==> src/rtl/projectile_motion_engine_if.sv <==
// Game-manager / sprite-drawer side of the projectile engine; wind exists only with PME_WIND_EN.
interface projectile_motion_engine_if #(
  parameter int W = 11
);
  logic                start_of_frame;
  logic                launch_valid;
  logic                launch_ready;
  logic signed [W-1:0] launch_x;
  logic signed [W-1:0] launch_y;
  logic signed [15:0]  launch_vx;
  logic signed [15:0]  launch_vy;
  logic                abort;
  logic                collision;
  logic [3:0]          hit_edges;
  logic signed [W-1:0] top_left_x;
  logic signed [W-1:0] top_left_y;
  logic                active;
  logic                done_pulse;
  logic [15:0]         speed_sum;
`ifdef PME_WIND_EN
  logic signed [7:0]   wind;
`endif

  modport master (
`ifdef PME_WIND_EN
    output wind,
`endif
    output start_of_frame, launch_valid, launch_x, launch_y, launch_vx, launch_vy,
    output abort, collision, hit_edges,
    input  launch_ready, top_left_x, top_left_y, active, done_pulse, speed_sum
  );

  modport slave (
`ifdef PME_WIND_EN
    input  wind,
`endif
    input  start_of_frame, launch_valid, launch_x, launch_y, launch_vx, launch_vy,
    input  abort, collision, hit_edges,
    output launch_ready, top_left_x, top_left_y, active, done_pulse, speed_sum
  );
endinterface

==> src/rtl/projectile_motion_engine.sv <==
// Fixed-point sprite projectile: per-frame bounce/integrate/clamp, new top_left 3 clk after SOF;
// launch accepted only in IDLE, retires after REST_FRAMES slow grounded frames or abort. PME_WIND_EN adds crosswind.
module projectile_motion_engine #(
  parameter int W           = 11,
  parameter int FP_SHIFT    = 6,
  parameter int GRAVITY     = 10,
  parameter int MAX_VY      = 500,
  parameter int LOSS_SHIFT  = 1,
  parameter int OBJ_W       = 64,
  parameter int OBJ_H       = 64,
  parameter int MARGIN      = 2,
  parameter int SCR_W       = 640,
  parameter int SCR_H       = 480,
  parameter int REST_THRESH = 10,
  parameter int REST_FRAMES = 3
) (
  input logic                        clk,
  input logic                        reset,
  projectile_motion_engine_if.slave  bus
);

  localparam int X_MIN = MARGIN * (2 ** FP_SHIFT);
  localparam int Y_MIN = MARGIN * (2 ** FP_SHIFT);
  localparam int X_MAX = (SCR_W - 1 - MARGIN - OBJ_W) * (2 ** FP_SHIFT);
  localparam int Y_MAX = (SCR_H - 1 - MARGIN - OBJ_H) * (2 ** FP_SHIFT);

  typedef enum logic [2:0] {IDLE, FLIGHT, RESOLVE, INTEGRATE, LIMIT, DONE} state_t;

  state_t              state, state_next;
  logic signed [31:0]  pos_x, pos_y, vx, vy;
  logic [3:0]          hit_acc;
  logic                grounded;
  logic [7:0]          rest_cnt;
  logic                active_q;
  logic [15:0]         speed_q;

  logic [3:0]          hit_in;
  logic                x_opp, y_opp, x_bnc, y_bnc;
  logic signed [31:0]  vx_ref, vy_ref, vx_res, vy_res, vx_lim, vy_lim;
  logic                x_lo, x_hi, y_lo, y_hi;
  logic [31:0]         ax, ay;
  logic [32:0]         spd_full;
  logic [15:0]         spd_sat;
  logic                slow;
  logic [7:0]          rest_next;
  logic                abort_hit;

  // Shift toward zero: plain >>> would round negative speeds away from zero.
  function automatic logic signed [31:0] lossy(input logic signed [31:0] v);
    return v[31] ? -((-v) >>> LOSS_SHIFT) : (v >>> LOSS_SHIFT);
  endfunction

  function automatic logic signed [31:0] sat_v(input logic signed [31:0] v);
    if (v > MAX_VY)  return MAX_VY;
    if (v < -MAX_VY) return -MAX_VY;
    return v;
  endfunction

  function automatic logic [31:0] abs_v(input logic signed [31:0] v);
    return v[31] ? $unsigned(-v) : $unsigned(v);
  endfunction

  always_ff @(posedge clk) begin
    if (reset) state <= IDLE;
    else       state <= state_next;
  end

  always_comb begin
    hit_in    = bus.collision ? bus.hit_edges : 4'b0000;
    abort_hit = bus.abort && (state != IDLE) && (state != DONE);

    // hit_acc bits: [3]=left [2]=top [1]=right [0]=bottom
    y_opp  = hit_acc[2] && hit_acc[0];
    x_opp  = hit_acc[3] && hit_acc[1];
    y_bnc  = !y_opp && ((hit_acc[0] && vy > 0) || (hit_acc[2] && vy < 0));
    x_bnc  = !x_opp && ((hit_acc[3] && vx < 0) || (hit_acc[1] && vx > 0));
    vx_ref = (x_opp || x_bnc) ? -vx : vx;
    vy_ref = (y_opp || y_bnc) ? -vy : vy;
    vx_res = (x_bnc || y_bnc) ? lossy(vx_ref) : vx_ref;
    vy_res = (x_bnc || y_bnc) ? lossy(vy_ref) : vy_ref;

    x_lo   = pos_x < X_MIN;
    x_hi   = pos_x > X_MAX;
    y_lo   = pos_y < Y_MIN;
    y_hi   = pos_y > Y_MAX;
    vx_lim = (x_lo || x_hi) ? 32'sd0 : vx;
    vy_lim = (y_lo || y_hi) ? 32'sd0 : vy;
    ax       = abs_v(vx_lim);
    ay       = abs_v(vy_lim);
    spd_full = {1'b0, ax} + {1'b0, ay};
    spd_sat  = (|spd_full[32:16]) ? 16'hFFFF : spd_full[15:0];
    slow      = grounded && (ax <= $unsigned(REST_THRESH)) && (ay <= $unsigned(REST_THRESH));
    rest_next = slow ? rest_cnt + 8'd1 : 8'd0;

    state_next = state;
    case (state)
      IDLE:      if (bus.launch_valid) state_next = FLIGHT;
      FLIGHT:    if (bus.start_of_frame) state_next = RESOLVE;
      RESOLVE:   state_next = INTEGRATE;
      INTEGRATE: state_next = LIMIT;
      LIMIT:     state_next = (rest_next >= 8'(REST_FRAMES)) ? DONE : FLIGHT;
      DONE:      state_next = IDLE;
      default:   state_next = IDLE;
    endcase
    if (abort_hit) state_next = DONE;
  end

  always_ff @(posedge clk) begin
    if (reset) begin
      pos_x    <= '0;
      pos_y    <= '0;
      vx       <= '0;
      vy       <= '0;
      hit_acc  <= '0;
      grounded <= 1'b0;
      rest_cnt <= '0;
      active_q <= 1'b0;
      speed_q  <= '0;
    end else if (!abort_hit) begin
      case (state)
        IDLE: if (bus.launch_valid) begin
          pos_x    <= 32'(bus.launch_x) <<< FP_SHIFT;
          pos_y    <= 32'(bus.launch_y) <<< FP_SHIFT;
          vx       <= 32'(bus.launch_vx);
          vy       <= 32'(bus.launch_vy);
          hit_acc  <= '0;
          grounded <= 1'b0;
          rest_cnt <= '0;
          active_q <= 1'b1;
        end
        FLIGHT: hit_acc <= hit_acc | hit_in;
        RESOLVE: begin
          vx       <= vx_res;
          vy       <= vy_res;
          grounded <= hit_acc[0];
          hit_acc  <= hit_in;
        end
        INTEGRATE: begin
          pos_x   <= pos_x + vx;
          pos_y   <= pos_y + vy;
          vy      <= sat_v(vy + GRAVITY);
`ifdef PME_WIND_EN
          vx      <= sat_v(vx + 32'(bus.wind));
`endif
          hit_acc <= hit_acc | hit_in;
        end
        LIMIT: begin
          pos_x    <= x_lo ? X_MIN : (x_hi ? X_MAX : pos_x);
          pos_y    <= y_lo ? Y_MIN : (y_hi ? Y_MAX : pos_y);
          vx       <= vx_lim;
          vy       <= vy_lim;
          speed_q  <= spd_sat;
          rest_cnt <= rest_next;
          hit_acc  <= hit_acc | hit_in;
        end
        DONE: active_q <= 1'b0;
        default: ;
      endcase
    end
  end

  assign bus.launch_ready = (state == IDLE);
  assign bus.done_pulse   = (state == DONE);
  assign bus.active       = active_q;
  assign bus.speed_sum    = speed_q;
  assign bus.top_left_x   = W'(pos_x >>> FP_SHIFT);
  assign bus.top_left_y   = W'(pos_y >>> FP_SHIFT);

endmodule

==> src/flat_wrapper.sv <==
// flat-port wrapper written by rule: the top's interface ports become plain ports
module projectile_motion_engine_flat 
#(
  parameter int W           = 11,
  parameter int FP_SHIFT    = 6,
  parameter int GRAVITY     = 10,
  parameter int MAX_VY      = 500,
  parameter int LOSS_SHIFT  = 1,
  parameter int OBJ_W       = 64,
  parameter int OBJ_H       = 64,
  parameter int MARGIN      = 2,
  parameter int SCR_W       = 640,
  parameter int SCR_H       = 480,
  parameter int REST_THRESH = 10,
  parameter int REST_FRAMES = 3
)
  (clk, reset, bus_start_of_frame, bus_launch_valid, bus_launch_x, bus_launch_y, bus_launch_vx, bus_launch_vy, bus_abort, bus_collision, bus_hit_edges, bus_launch_ready, bus_top_left_x, bus_top_left_y, bus_active, bus_done_pulse, bus_speed_sum);
  projectile_motion_engine_if #(.W(W)) bus_i ();
  input logic clk;
  input logic reset;
  input wire logic [$bits(bus_i.start_of_frame)-1:0] bus_start_of_frame;
  input wire logic [$bits(bus_i.launch_valid)-1:0] bus_launch_valid;
  input wire logic [$bits(bus_i.launch_x)-1:0] bus_launch_x;
  input wire logic [$bits(bus_i.launch_y)-1:0] bus_launch_y;
  input wire logic [$bits(bus_i.launch_vx)-1:0] bus_launch_vx;
  input wire logic [$bits(bus_i.launch_vy)-1:0] bus_launch_vy;
  input wire logic [$bits(bus_i.abort)-1:0] bus_abort;
  input wire logic [$bits(bus_i.collision)-1:0] bus_collision;
  input wire logic [$bits(bus_i.hit_edges)-1:0] bus_hit_edges;
  output wire logic [$bits(bus_i.launch_ready)-1:0] bus_launch_ready;
  output wire logic [$bits(bus_i.top_left_x)-1:0] bus_top_left_x;
  output wire logic [$bits(bus_i.top_left_y)-1:0] bus_top_left_y;
  output wire logic [$bits(bus_i.active)-1:0] bus_active;
  output wire logic [$bits(bus_i.done_pulse)-1:0] bus_done_pulse;
  output wire logic [$bits(bus_i.speed_sum)-1:0] bus_speed_sum;
  assign bus_i.start_of_frame = bus_start_of_frame;
  assign bus_i.launch_valid = bus_launch_valid;
  assign bus_i.launch_x = bus_launch_x;
  assign bus_i.launch_y = bus_launch_y;
  assign bus_i.launch_vx = bus_launch_vx;
  assign bus_i.launch_vy = bus_launch_vy;
  assign bus_i.abort = bus_abort;
  assign bus_i.collision = bus_collision;
  assign bus_i.hit_edges = bus_hit_edges;
  assign bus_launch_ready = bus_i.launch_ready;
  assign bus_top_left_x = bus_i.top_left_x;
  assign bus_top_left_y = bus_i.top_left_y;
  assign bus_active = bus_i.active;
  assign bus_done_pulse = bus_i.done_pulse;
  assign bus_speed_sum = bus_i.speed_sum;
  projectile_motion_engine #(.W(W), .FP_SHIFT(FP_SHIFT), .GRAVITY(GRAVITY), .MAX_VY(MAX_VY), .LOSS_SHIFT(LOSS_SHIFT), .OBJ_W(OBJ_W), .OBJ_H(OBJ_H), .MARGIN(MARGIN), .SCR_W(SCR_W), .SCR_H(SCR_H), .REST_THRESH(REST_THRESH), .REST_FRAMES(REST_FRAMES)) u_core (.clk(clk), .reset(reset), .bus(bus_i));
endmodule
==> config.mk <==
export PLATFORM = sky130hd
export DESIGN_NAME = projectile_motion_engine_flat
export DESIGN_NICKNAME = d
export VERILOG_FILES = /design/src/rtl/projectile_motion_engine_if.sv /design/src/rtl/projectile_motion_engine.sv /design/src/flat_wrapper.sv
export SDC_FILE = /design/constraint.sdc
export NUM_CORES = 1
export LEC_CHECK = 0
export ABC_CLOCK_PERIOD_IN_PS = 6600
export CAP_MARGIN = 15
export CORE_MARGIN = 8
export CORE_UTILIZATION = 50
export CTS_CLUSTER_SIZE = 14
export DETAILED_ROUTE_END_ITERATION = 8
export PLACE_DENSITY = 0.81
export SLEW_MARGIN = 0
export SYNTH_ARGS = -nofsm -noshare
export SYNTH_HDL_FRONTEND = slang
export SYNTH_SLANG_ARGS = --single-unit
==> constraint.sdc <==
create_clock -name clk -period 6.6 [get_ports clk]
set_input_delay 1.32 -clock clk [delete_from_list [all_inputs] [get_ports clk]]
set_output_delay 1.32 -clock clk [all_outputs]
set_load 0.02 [all_outputs]
==> results.tsv <==
metric	value	unit
total gr overflow	0	
compound-cell area share of the yosys netlist	29.3	%
Core Rows	76	
Pins Over Slew Limit	0	
Slew headroom	29.9	%
Initial Util	50.7	%
Worst R2R End	u_core.vy[30]	
Die Span Y	225	um
Synth Area in XOR/XNOR	12.0	%
Detail Route Antenna Nets	0	
Placer Congestion	1.05	
Post-Synth Simple-Gate Area	30.2	%
Routed WL	82.7	mm
CTS tree	yes	
Port-buffer cells	104	
most common cell after layout, fill and taps aside	nor2_1	
FF+latch area	3220	um^2
Syn Inst Count	3199	
antenna violations before repair	1	
slowest stage cell, crit path	or4_1	
hold crit path type	flop to flop	
Worst-Skew Late Latency	490	ps
largest net degree at the start of global routing	74	
number of vias per cell	6.78	
EDFF count, synth	0	
post-synthesis mux area share	1.35	%
Post-Synth Adder-Cell Area	6.41	%
root buffer cell	clkbuf_16	
Finish-stage setup viols	0	
final cell count without fillers	3777	
most frequent cells in the layout	nor2_1, nand2_1, a21oi_1	
DR iter-0 viols	4206	
Num CTS Buffers	17	
area of the multi-input gates	17400	um^2
largest family of logic cells by synthesized area	simple AND/OR/NAND/NOR gates	
Max FO, Critical Path	12	
via count	25600	
share of layout cells above drive strength 1	6.52	%
global-route wire length before repair	128	mm
FF-to-FF Start	u_core.vy[1]	
P_int	2.99	mW
reg2reg path depth	16	
Core Area	43100	um^2
critical setup path kind	flop to flop	
Reg2Reg Setup Slack	370	ps
CTS Hold Buffers Added	0	
Avg Cell Area, Syn	6.83	um^2
Clock power frac	18.2	%
Syn. warnings	0	
CP Cell Sequence	inv_1 > ha_1 > nor3b_2 > nand4_1 > or3_1 > a21boi_0 > o2111ai_1 > or4_1 > a2111oi_2 > o22a_1 > nand4_2 > or4b_1 > xnor2_1 > nor3_1 > o21ai_1 > a211oi_1	
number of synthesized register bits	161	
Worst Path Required	7000	ps
Cell Pwr Density	250	nW/um^2
Tcrit/Tclk final	94.4	%
status	complete, no violations	
Peak Freq	161	MHz
endpoint type of the worst setup path	flop	
Die Area	50600	um^2
Peak VDD IR	164	uV
hold_sp	u_core.pos_x[0]	
crit path DAT	6630	ps
fin nets	3354	
n_diodes	0	
Synth Cell Area	21800	um^2
Inst Count DP	3746	
Net Sw Power	3.01	mW
Async S/R FF share, synth	0	%
share of power burned in registers	22.3	%
post-detail-place hpwl	61.5	mm
hold depth	2	
Clock Skews	13.3	ps
post-route DRC violation count	0	
post-synth cell types	106	
Area Growth Syn to Fin	9.86	%
hold endpoint	u_core.pos_x[0]	
TNS Setup	0	ps
DRT Pass-1 Iters	7	
Max Cap Viol	0	
unrepaired setup endpoints after global routing	no	
CTS Buffer Depth	2	
total track usage	31.3	%
sw frac	50.1	%
depth of the CTS H-tree	4	
logic gate share of total power	59.5	%
die width	225	um
CTS sink count	161	
vias in the first global route	22800	
Hold Vio Cnt, Final	0	
Final min period	6230	ps
Slowest Stage Delay on Critical Path	620	ps
# fillers	4138	
WL/cell	21.9	um
ys flop type	dfxtp_1	
Synthesized Nets	3373	
Reg clk slew, reported paths	70	ps
kind of start point of the critical path	flop	
LEAKAGE	9.11	nW
Worst Tran Pin Value	1050	ps
sequential area share after synthesis	14.8	%
I/O Pins	105	
routing by layer:
metal / vias up / global-route usage (%) / share of wire (%)
met1: 11800 / 44.0 / 42
met5: - / 0.977 / 0.089
met2: 1778 / 44.3 / 40
met3: 274 / 7.47 / 13
met4: 4 / 14.3 / 4.6
li1: 11800 / - / -
cells by family after synthesis:
| group | count (synthesis) |
|---|---|
| simple gates | 1337 |
| compound gates | 954 |
| buf+inv | 309 |
| xor+xnor | 299 |
| flops | 161 |
| fa+ha+maj | 110 |
| mux | 29 |
worst max-delay path, delay by kind of cell, from the launching register on:
family | cells | cell delay [ps]
AND/OR/NAND/NOR | 7 | 2810
AO/OA/AOI/OAI | 6 | 2010
flip-flops | 1 | 510
adder cells (fa/ha/maj) | 1 | 330
buffers and inverters | 1 | 320
XOR/XNOR | 1 | 150
worst max-delay path by stage:
stage	startpoint	to	slack [ps]	cells after the start
global route	u_core.pos_y[1]	u_core.bus.speed_sum[9]	10	25
CTS	u_core.pos_y[1]	u_core.bus.speed_sum[9]	130	26
global placement	u_core.pos_y[1]	u_core.bus.speed_sum[1]	290	24
detailed placement	u_core.pos_y[1]	u_core.bus.speed_sum[5]	210	26
floorplan	u_core.pos_x[1]	u_core.bus.speed_sum[10]	40	28
finish	u_core.vy[1]	u_core.vy[30]	370	16
final cells by class:
class | count | area share (%)
multi-input combinational | 2729 | 72.5
sequential | 161 | 13.4
timing repair buffer | 204 | 7.46
tap | 585 | 3.05
clock buffer | 20 | 1.90
inverter | 67 | 1.05
clock inverter | 11 | 0.631
Yosys cell counts, types with 44 or more instances:
cell	n	area share, %
or3_1	48	1.4
a31oi_1	45	1.3
ha_1	107	6.1
nor4_1	44	1.3
a21oi_1	246	5.6
nor3_1	162	3.7
a211oi_1	59	2.0
nand2_1	297	5.1
xor2_1	114	4.6
nor2_1	414	7.1
o21ai_0	188	4.3
dfxtp_1	161	15
xnor2_1	185	7.4
nand3_1	105	2.4
inv_1	63	1.1
nand4_1	45	1.3
clkbuf_1	165	2.8
what timing repair did:
action,in CTS,in global routing
setup endpoints to repair,0,16
endpoints found under the hold margin,0,0
buffers inserted,0,0
resized for setup,0,6
stage by stage:
stage                     worst slack [ps]  cell area [um^2]  utilization [%]  total power, mW  hold slack (ps)
after floorplan                       38.2             21800                -             3.78              443
after global placement                 287             23400             54.2             4.73              458
after detailed placement               208             23400             54.2             4.75              464
after CTS                              135             24000             55.7             5.85              473
after global routing                  9.58             24000             55.7             6.31              491
final                                  372             24000             55.7             6.00              473
flip-flops by register name (all words and copies together), names as in the netlist:
| register | count |
|---|---|
| u_core.pos_y | 32 |
| u_core.vx | 32 |
| u_core.bus.speed_sum | 16 |
| u_core.bus.active | 1 |
| u_core.vy | 32 |
| u_core.grounded | 1 |
| u_core.pos_x | 32 |
| u_core.hit_acc | 4 |
| u_core.rest_cnt | 8 |
| u_core.state | 3 |
power by group through the flow:
stage,Clock (mW),Sequential (mW),Combinational (mW)
final,1.09,1.34,3.57
after global routing,1.13,1.34,3.83
after CTS,1.10,1.32,3.43
after detailed placement,0,1.34,3.41
after global placement,0,1.33,3.39
after floorplan,0,1.22,2.56
(Power assumes the default switching activity.)
